## config.mk

```make
export PLATFORM = sky130hd
export DESIGN_NAME = tile_sequencer_flat
export DESIGN_NICKNAME = d
export VERILOG_FILES = /design/src/rtl/tile_sequencer_if.sv /design/src/rtl/tile_sequencer.sv /design/src/flat_wrapper.sv
export SDC_FILE = /design/constraint.sdc
export NUM_CORES = 1
export LEC_CHECK = 0
export ABC_CLOCK_PERIOD_IN_PS = 2400
export BUFFER_PORTS_ARGS = -buffer_cell sky130_fd_sc_hd__buf_2
export CORE_UTILIZATION = 52
export CTS_CLUSTER_SIZE = 10
export DETAILED_ROUTE_END_ITERATION = 7
export HOLD_SLACK_MARGIN = 0.15
export PLACE_DENSITY_LB_ADDON = 0.12
export SLEW_MARGIN = 20
export SYNTH_ARGS = -nofsm -noshare
export SYNTH_HDL_FRONTEND = slang
export SYNTH_SLANG_ARGS = --single-unit
```

## constraint.sdc

```tcl
create_clock -name clk -period 2.4 [get_ports clk]
set_input_delay 0.24 -clock clk [delete_from_list [all_inputs] [get_ports clk]]
set_output_delay 0.24 -clock clk [all_outputs]
set_load 0.02 [all_outputs]
```

## src/rtl/tile_sequencer_if.sv

```systemverilog
// Tile command / instruction bus for tile_sequencer.
// slave  : sequencer side (takes commands, produces instructions)
// master : host/decoder side (issues commands, consumes instructions)
interface tile_sequencer_if #(
  parameter int ROWS_W = 8
);
  logic              cmd_valid;
  logic              cmd_ready;
  logic [14:0]       cmd_wt_base;
  logic [14:0]       cmd_inp_base;
  logic [ROWS_W-1:0] cmd_num_rows;
  logic [3:0]        cmd_out_base;
  logic              instr_stall;
  logic [63:0]       instr_out;
  logic              instr_valid;

  modport master (
    output cmd_valid, cmd_wt_base, cmd_inp_base, cmd_num_rows, cmd_out_base, instr_stall,
    input  cmd_ready, instr_out, instr_valid
  );

  modport slave (
    input  cmd_valid, cmd_wt_base, cmd_inp_base, cmd_num_rows, cmd_out_base, instr_stall,
    output cmd_ready, instr_out, instr_valid
  );
endinterface

```

## src/rtl/tile_sequencer.sv

```systemverilog
// Systolic-array tile instruction sequencer: weight load, MAC burst,
// pipeline drain, output store, one 64-bit instruction per cycle.
// Optional macro TILE_SEQ_STALL_CNT_EN adds o_stall_cycles, a saturating
// count of stalled busy cycles, cleared on reset and command acceptance.
//
// state   | meaning
// --------+---------------------------------------------------------
// IDLE    | waiting for a command, cmd_ready high
// LOAD_WT | issuing ARRAY_DIM SEND_WT at wt_base+i
// MAC     | issuing num_rows MAC at inp_base+i
// DRAIN   | issuing DRAIN_LAT NOP while the array drains
// STORE   | issuing ARRAY_DIM STORE_OUT at out_base+i (mod 16),
//         | then one empty cycle so done lines up after the last store
// FIN     | done pulse, instr_out zero
module tile_sequencer #(
  parameter int ARRAY_DIM = 4,
  parameter int DRAIN_LAT = 7,
  parameter int ROWS_W    = 8
) (
  input  logic clk,
  input  logic rst,
  input  logic i_abort,
  tile_sequencer_if.slave bus,
  output logic o_busy,
  output logic o_done
`ifdef TILE_SEQ_STALL_CNT_EN
  ,
  output logic [15:0] o_stall_cycles
`endif
);

  localparam int W_A   = $clog2(ARRAY_DIM + 1);
  localparam int W_D   = $clog2(DRAIN_LAT + 1);
  localparam int W_AD  = (W_A > W_D) ? W_A : W_D;
  localparam int CNT_W = (W_AD > ROWS_W) ? W_AD : ROWS_W;

  localparam logic [4:0] OP_SEND_WT   = 5'b00010;
  localparam logic [4:0] OP_MAC       = 5'b00001;
  localparam logic [4:0] OP_NOP       = 5'b11111;
  localparam logic [4:0] OP_STORE_OUT = 5'b00011;

  typedef enum logic [2:0] {
    IDLE    = 3'd0,
    LOAD_WT = 3'd1,
    MAC     = 3'd2,
    DRAIN   = 3'd3,
    STORE   = 3'd4,
    FIN     = 3'd5
  } state_t;

  state_t            r_state, w_state_nxt;
  logic [CNT_W-1:0]  r_remain, w_remain_nxt;
  logic [14:0]       r_addr, w_addr_nxt;
  logic [63:0]       r_instr, w_instr_nxt;
  logic              r_valid;
  logic [14:0]       r_inp_base;
  logic [ROWS_W-1:0] r_num_rows;
  logic [3:0]        r_out_base;
  logic              w_load_cmd;
  logic              w_last;

  function automatic logic [63:0] f_instr(input logic [4:0] op, input logic [14:0] addr);
    return {op, 1'b0, addr, 43'd0};
  endfunction

  assign w_last = (r_remain == CNT_W'(1));

  // State register
  always_ff @(posedge clk) begin
    if (rst) r_state <= IDLE;
    else     r_state <= w_state_nxt;
  end

  // Next state, next instruction word and counter updates
  always_comb begin
    w_state_nxt  = r_state;
    w_remain_nxt = r_remain;
    w_addr_nxt   = r_addr;
    w_instr_nxt  = 64'h0;
    w_load_cmd   = 1'b0;
    if (i_abort && (r_state != IDLE)) begin
      w_state_nxt  = IDLE;
      w_remain_nxt = '0;
      w_addr_nxt   = '0;
    end else begin
      case (r_state)
        IDLE: begin
          if (bus.cmd_valid) begin
            w_load_cmd   = 1'b1;
            w_state_nxt  = LOAD_WT;
            w_remain_nxt = CNT_W'(ARRAY_DIM);
            w_addr_nxt   = bus.cmd_wt_base;
          end
        end
        LOAD_WT: begin
          if (!bus.instr_stall) begin
            w_instr_nxt  = f_instr(OP_SEND_WT, r_addr);
            w_addr_nxt   = r_addr + 15'd1;
            w_remain_nxt = r_remain - CNT_W'(1);
            if (w_last) begin
              if (r_num_rows != '0) begin
                w_state_nxt  = MAC;
                w_remain_nxt = CNT_W'(r_num_rows);
                w_addr_nxt   = r_inp_base;
              end else begin
                w_state_nxt  = DRAIN;
                w_remain_nxt = CNT_W'(DRAIN_LAT);
                w_addr_nxt   = '0;
              end
            end
          end
        end
        MAC: begin
          if (!bus.instr_stall) begin
            w_instr_nxt  = f_instr(OP_MAC, r_addr);
            w_addr_nxt   = r_addr + 15'd1;
            w_remain_nxt = r_remain - CNT_W'(1);
            if (w_last) begin
              w_state_nxt  = DRAIN;
              w_remain_nxt = CNT_W'(DRAIN_LAT);
              w_addr_nxt   = '0;
            end
          end
        end
        DRAIN: begin
          if (!bus.instr_stall) begin
            w_instr_nxt  = f_instr(OP_NOP, 15'd0);
            w_remain_nxt = r_remain - CNT_W'(1);
            if (w_last) begin
              w_state_nxt  = STORE;
              w_remain_nxt = CNT_W'(ARRAY_DIM);
              w_addr_nxt   = {11'd0, r_out_base};
            end
          end
        end
        STORE: begin
          if (r_remain == '0) begin
            w_state_nxt = FIN;
          end else if (!bus.instr_stall) begin
            w_instr_nxt  = f_instr(OP_STORE_OUT, r_addr);
            w_addr_nxt   = {11'd0, r_addr[3:0] + 4'd1};
            w_remain_nxt = r_remain - CNT_W'(1);
          end
        end
        FIN: begin
          w_state_nxt  = IDLE;
          w_addr_nxt   = '0;
        end
        default: begin
          w_state_nxt = IDLE;
        end
      endcase
    end
  end

  // Datapath registers: instruction output, counters, latched command
  always_ff @(posedge clk) begin
    if (rst) begin
      r_instr    <= 64'h0;
      r_valid    <= 1'b0;
      r_remain   <= '0;
      r_addr     <= '0;
      r_inp_base <= '0;
      r_num_rows <= '0;
      r_out_base <= '0;
    end else begin
      r_instr  <= w_instr_nxt;
      r_valid  <= (w_instr_nxt[63:59] != 5'd0);
      r_remain <= w_remain_nxt;
      r_addr   <= w_addr_nxt;
      if (w_load_cmd) begin
        r_inp_base <= bus.cmd_inp_base;
        r_num_rows <= bus.cmd_num_rows;
        r_out_base <= bus.cmd_out_base;
      end
    end
  end

`ifdef TILE_SEQ_STALL_CNT_EN
  logic [15:0] r_stall_cycles;

  // Saturating count of busy cycles lost to downstream stall
  always_ff @(posedge clk) begin
    if (rst || w_load_cmd)
      r_stall_cycles <= 16'h0;
    else if (o_busy && bus.instr_stall && !i_abort && (r_stall_cycles != 16'hFFFF))
      r_stall_cycles <= r_stall_cycles + 16'd1;
  end

  assign o_stall_cycles = r_stall_cycles;
`endif

  assign bus.instr_out   = r_instr;
  assign bus.instr_valid = r_valid;
  assign bus.cmd_ready   = (r_state == IDLE);
  assign o_busy          = (r_state != IDLE);
  assign o_done          = (r_state == FIN);

endmodule

```

## src/flat_wrapper.sv

```systemverilog
// flat-port wrapper written by rule: the top's interface ports become plain ports
module tile_sequencer_flat 
#(
  parameter int ARRAY_DIM = 4,
  parameter int DRAIN_LAT = 7,
  parameter int ROWS_W    = 8
)
  (clk, rst, i_abort, o_busy, o_done, bus_cmd_valid, bus_cmd_wt_base, bus_cmd_inp_base, bus_cmd_num_rows, bus_cmd_out_base, bus_instr_stall, bus_cmd_ready, bus_instr_out, bus_instr_valid);
  tile_sequencer_if #(.ROWS_W(ROWS_W)) bus_i ();
  input  logic clk;
  input  logic rst;
  input  logic i_abort;
  output logic o_busy;
  output logic o_done;
  input wire logic [$bits(bus_i.cmd_valid)-1:0] bus_cmd_valid;
  input wire logic [$bits(bus_i.cmd_wt_base)-1:0] bus_cmd_wt_base;
  input wire logic [$bits(bus_i.cmd_inp_base)-1:0] bus_cmd_inp_base;
  input wire logic [$bits(bus_i.cmd_num_rows)-1:0] bus_cmd_num_rows;
  input wire logic [$bits(bus_i.cmd_out_base)-1:0] bus_cmd_out_base;
  input wire logic [$bits(bus_i.instr_stall)-1:0] bus_instr_stall;
  output wire logic [$bits(bus_i.cmd_ready)-1:0] bus_cmd_ready;
  output wire logic [$bits(bus_i.instr_out)-1:0] bus_instr_out;
  output wire logic [$bits(bus_i.instr_valid)-1:0] bus_instr_valid;
  assign bus_i.cmd_valid = bus_cmd_valid;
  assign bus_i.cmd_wt_base = bus_cmd_wt_base;
  assign bus_i.cmd_inp_base = bus_cmd_inp_base;
  assign bus_i.cmd_num_rows = bus_cmd_num_rows;
  assign bus_i.cmd_out_base = bus_cmd_out_base;
  assign bus_i.instr_stall = bus_instr_stall;
  assign bus_cmd_ready = bus_i.cmd_ready;
  assign bus_instr_out = bus_i.instr_out;
  assign bus_instr_valid = bus_i.instr_valid;
  tile_sequencer #(.ARRAY_DIM(ARRAY_DIM), .DRAIN_LAT(DRAIN_LAT), .ROWS_W(ROWS_W)) u_core (.clk(clk), .rst(rst), .i_abort(i_abort), .bus(bus_i), .o_busy(o_busy), .o_done(o_done));
endmodule
```

==> results.sh <==
export IMPL_grt_antenna_before_repair=0
export IMPL_comb_power_share=0.295
export IMPL_syn_avg_cell_area_um2=8.04
export IMPL_drv_slew=0
export IMPL_grt_busiest_layer="met2"
export IMPL_relSlewSlack=0.516
export IMPL_swShare=0.337
export IMPL_reg2regPathDepth=6
export IMPL_cts_sinks=72
export IMPL_avgViaCountPerCell=5.53
export IMPL_drive_above_1_share=0.210
export IMPL_core_area_um2=7330
export IMPL_ys_warn_count=0
export IMPL_final_seq_area_um2=1440
export IMPL_p_int_mw=2.44
export IMPL_hp_class="input pin to flop"
export IMPL_dpl_cell_area_um2=4350
export IMPL_cp_required_ns=2.64
export IMPL_clk_latency_ns=0.35
export IMPL_multi_input_area_um2=2190
export IMPL_die_w_um=89.4
export IMPL_ir_worst_vdd_uv=336
export IMPL_syn_inst=494
export IMPL_area_growth_syn_to_layout_pct=22.6
export IMPL_h_tree_depth=3
export IMPL_worst_pin_slew_ns=0.726
export IMPL_min_to="u_core.r_inp_base[5]"
export IMPL_first_pass_iters=5
export IMPL_hold_depth=3
export IMPL_rsz0062_at_grt="false"
export IMPL_status="finished, final reports clean"
export IMPL_synth_edf_count=0
export IMPL_io_pins=115
export IMPL_path_clk_slew_ns=0.08
export IMPL_diodes=0
export IMPL_routed_wl_um=10500
export IMPL_arrival_ns=2.46
export IMPL_power_density_nw_per_um2=755
export IMPL_critPathKind="flop to flop"
export IMPL_routedWlPerCell_um=14.9
export IMPL_ys_seq_area_frac=0.363
export IMPL_track_usage=0.279
export IMPL_synth_distinct_cells=65
export IMPL_critPathMaxFanout=8
export IMPL_drc=0
export IMPL_cap_violations=0
export IMPL_power_switching_mw=1.24
export IMPL_grt_use_met1=0.394
export IMPL_hold_path_startpoint="bus_cmd_inp_base[5]"
export IMPL_num_vias=3888
export IMPL_finalClockSkew_ns=0.00929
export IMPL_period_share=0.925
export IMPL_die_area_um2=7990
export IMPL_clock_fmax_ghz=0.451
export IMPL_r2r_slack_ns=0.18
export IMPL_cts_setup_buffers=0
export IMPL_start_util=0.542
export IMPL_hold_viol=0
export IMPL_cp_end_kind="flop"
export IMPL_syn_cell_area_um2=3970
export IMPL_seqPwrFrac=0.388
export IMPL_cts_buffer_depth=2
export IMPL_ys_seq_elements=72
export IMPL_period_minus_slack_ns=2.22
export IMPL_ant_nets=0
export IMPL_setup_tns_ns=0
export IMPL_io_buffer_count=70
export IMPL_use_met3=0.0609
export IMPL_die_h_um=89.4
export IMPL_cts_root_buffer="clkbuf_8"
export IMPL_pwr_share_clk=0.317
export IMPL_place_hpwl_um=7550
export IMPL_drt_iter0_markers=257
export IMPL_p_leak_nw=2.11
export IMPL_r2r_start="u_core.r_remain[0]"
export IMPL_grt_max_degree=30
export IMPL_n_fill_cell=655
export IMPL_globalplace_congestion=0.910
export IMPL_first_global_vias=3442
export IMPL_async_reset_ff_frac=0
export IMPL_design_area_um2=4870
export IMPL_grt_pass1_wl_um=16800
export IMPL_r2r_end="u_core.r_addr[11]"
export IMPL_ys_flop_type="dfxtp_1"
export IMPL_grt_util_met2=0.417
export IMPL_cts_tree="built"
export IMPL_finalSetupViolCount=0
export IMPL_num_nets_final=650
export IMPL_rows=31
export IMPL_critPathLaunchType="flop"
export IMPL_numCtsBuffers=9
export IMPL_grt_overflow=0
critical path: stages, from the launching register on:
cell and delay (ns):
dfxtp_1 0.48, ha_1 0.23, or3b_2 0.51, o211a_4 0.29
a32o_1 0.25, a21o_1 0.16, a32o_1 0.20
flip-flops by register name, indices dropped and copies added (netlist names):
name / flops
u_core.bus.instr_out: 18
u_core.r_out_base: 4
u_core.r_state: 3
u_core.r_addr: 15
u_core.bus.instr_valid: 1
u_core.r_inp_base: 15
u_core.r_num_rows: 8
u_core.r_remain: 8
what timing repair did:
| item | CTS | global route |
|---|---|---|
| setup endpoints to repair | 0 | 9 |
| hold buffers | 26 | 0 |
| gates resized for setup | 0 | 2 |
| endpoints found under the hold margin | 26 | 0 |
how the worst max path moves through the flow:
stage,startpoint,endpoint,slack [ns],cells past startpoint
after floorplan,u_core.r_remain[0],u_core.r_addr[14],0.23,7
after global placement,u_core.r_remain[0],u_core.r_addr[10],0.22,6
after detailed placement,u_core.r_remain[0],u_core.r_remain[4],0.16,7
after CTS,u_core.r_remain[0],u_core.r_remain[5],0.15,7
after global routing,u_core.r_remain[0],u_core.r_state[0],0.005,7
final,u_core.r_remain[0],u_core.r_addr[11],0.18,6
metal layers:
metal / wire length [um] / vias to the layer above
li1: - / 1879
met1: 4880 / 1797
met2: 4540 / 196
met3: 855 / 16
met4: 174 / 0
met5: 0 / -
cell type report:
class | count | area share
Sequential cell | 72 | 0.296
Inverter | 15 | 0.0116
Clock buffer | 10 | 0.0262
Clock inverter | 6 | 0.0236
Multi-Input combinational cell | 380 | 0.451
Timing Repair Buffer | 121 | 0.167
Tap cell | 99 | 0.0254
Yosys cell counts (3+ instances only):
master	n	share of area
a31oi_1	3	0.0047
o21ai_0	27	0.034
a221o_1	3	0.0076
nand2_1	72	0.068
nor4_1	7	0.011
o31ai_1	3	0.0057
nor3b_1	4	0.0076
clkbuf_1	13	0.012
xor2_1	6	0.013
nor2b_1	3	0.0047
ha_1	4	0.013
a21o_1	8	0.015
o2bb2ai_1	7	0.015
xnor2_1	4	0.0088
buf_4	46	0.087
nand4_1	3	0.0047
and2_1	17	0.027
or3_1	5	0.0079
and3_1	3	0.0047
nand3_1	6	0.0076
dfxtp_1	72	0.36
inv_1	14	0.013
o22ai_1	4	0.0063
a22oi_1	5	0.0094
nor2_1	15	0.014
a32o_1	11	0.028
nand2b_1	4	0.0063
a21oi_1	58	0.073
buf_2	8	0.010
a211oi_1	3	0.0057
nor3_1	10	0.013
or4_1	3	0.0057
through the flow:
stage	util	hold slack (ns)	cells	power [mW]	setup slack (ns)
finish	0.664	0.178	703	3.68	0.181
global route	0.664	0.171	703	3.87	0.00469
CTS	0.663	0.161	703	3.66	0.149
detailed placement	0.594	0.452	661	2.47	0.162
global placement	0.594	0.446	661	2.45	0.217
floorplan	-	0.376	537	2.20	0.233
kinds of logic after synthesis:
family / share of synthesized area
and+or+nand+nor: 0.211
buffers and inverters: 0.129
xor gates and xnor gates: 0.0220
DFF: 0.363
adders and majority gates: 0.0126
AOI/OAI and AO/OA: 0.260
muxes: 0.00283
other: 0.000944
power by group through the flow:
stage / sequential (mW) / clock [mW] / combinational (mW)
floorplan: 1.41 / 0 / 0.786
global placement: 1.45 / 0 / 1.00
detailed placement: 1.45 / 0 / 1.02
CTS: 1.42 / 1.18 / 1.06
global route: 1.44 / 1.24 / 1.19
finish: 1.43 / 1.17 / 1.08
layout by cell type, fill, tap and decap left out, types with 4 or more instances in the layout:
master         synthesis  final
a22oi_1                5      5
nor3_1                10     10
dfxtp_1               72     72
nor4_1                 7      7
xor2_1                 6      6
inv_1                 14     14
or3_1                  5      5
nand2_1               72     72
ha_1                   4      4
a21o_1                 8      8
conb_1                 1     44
dlygate4sd3_1          0     26
a32o_1                11     11
buf_4                 46     24
nor3b_1                4      4
buf_2                  8     70
o22ai_1                4      4
o2bb2ai_1              7      7
a21oi_1               58     58
nand3_1                6      6
clkbuf_8               0      9
and2_1                17     17
o21ai_0               27     27
nor2_1                15     14
xnor2_1                4      4
nand2b_1               4      4
Note: power is estimated with default switching activity, not from simulation.
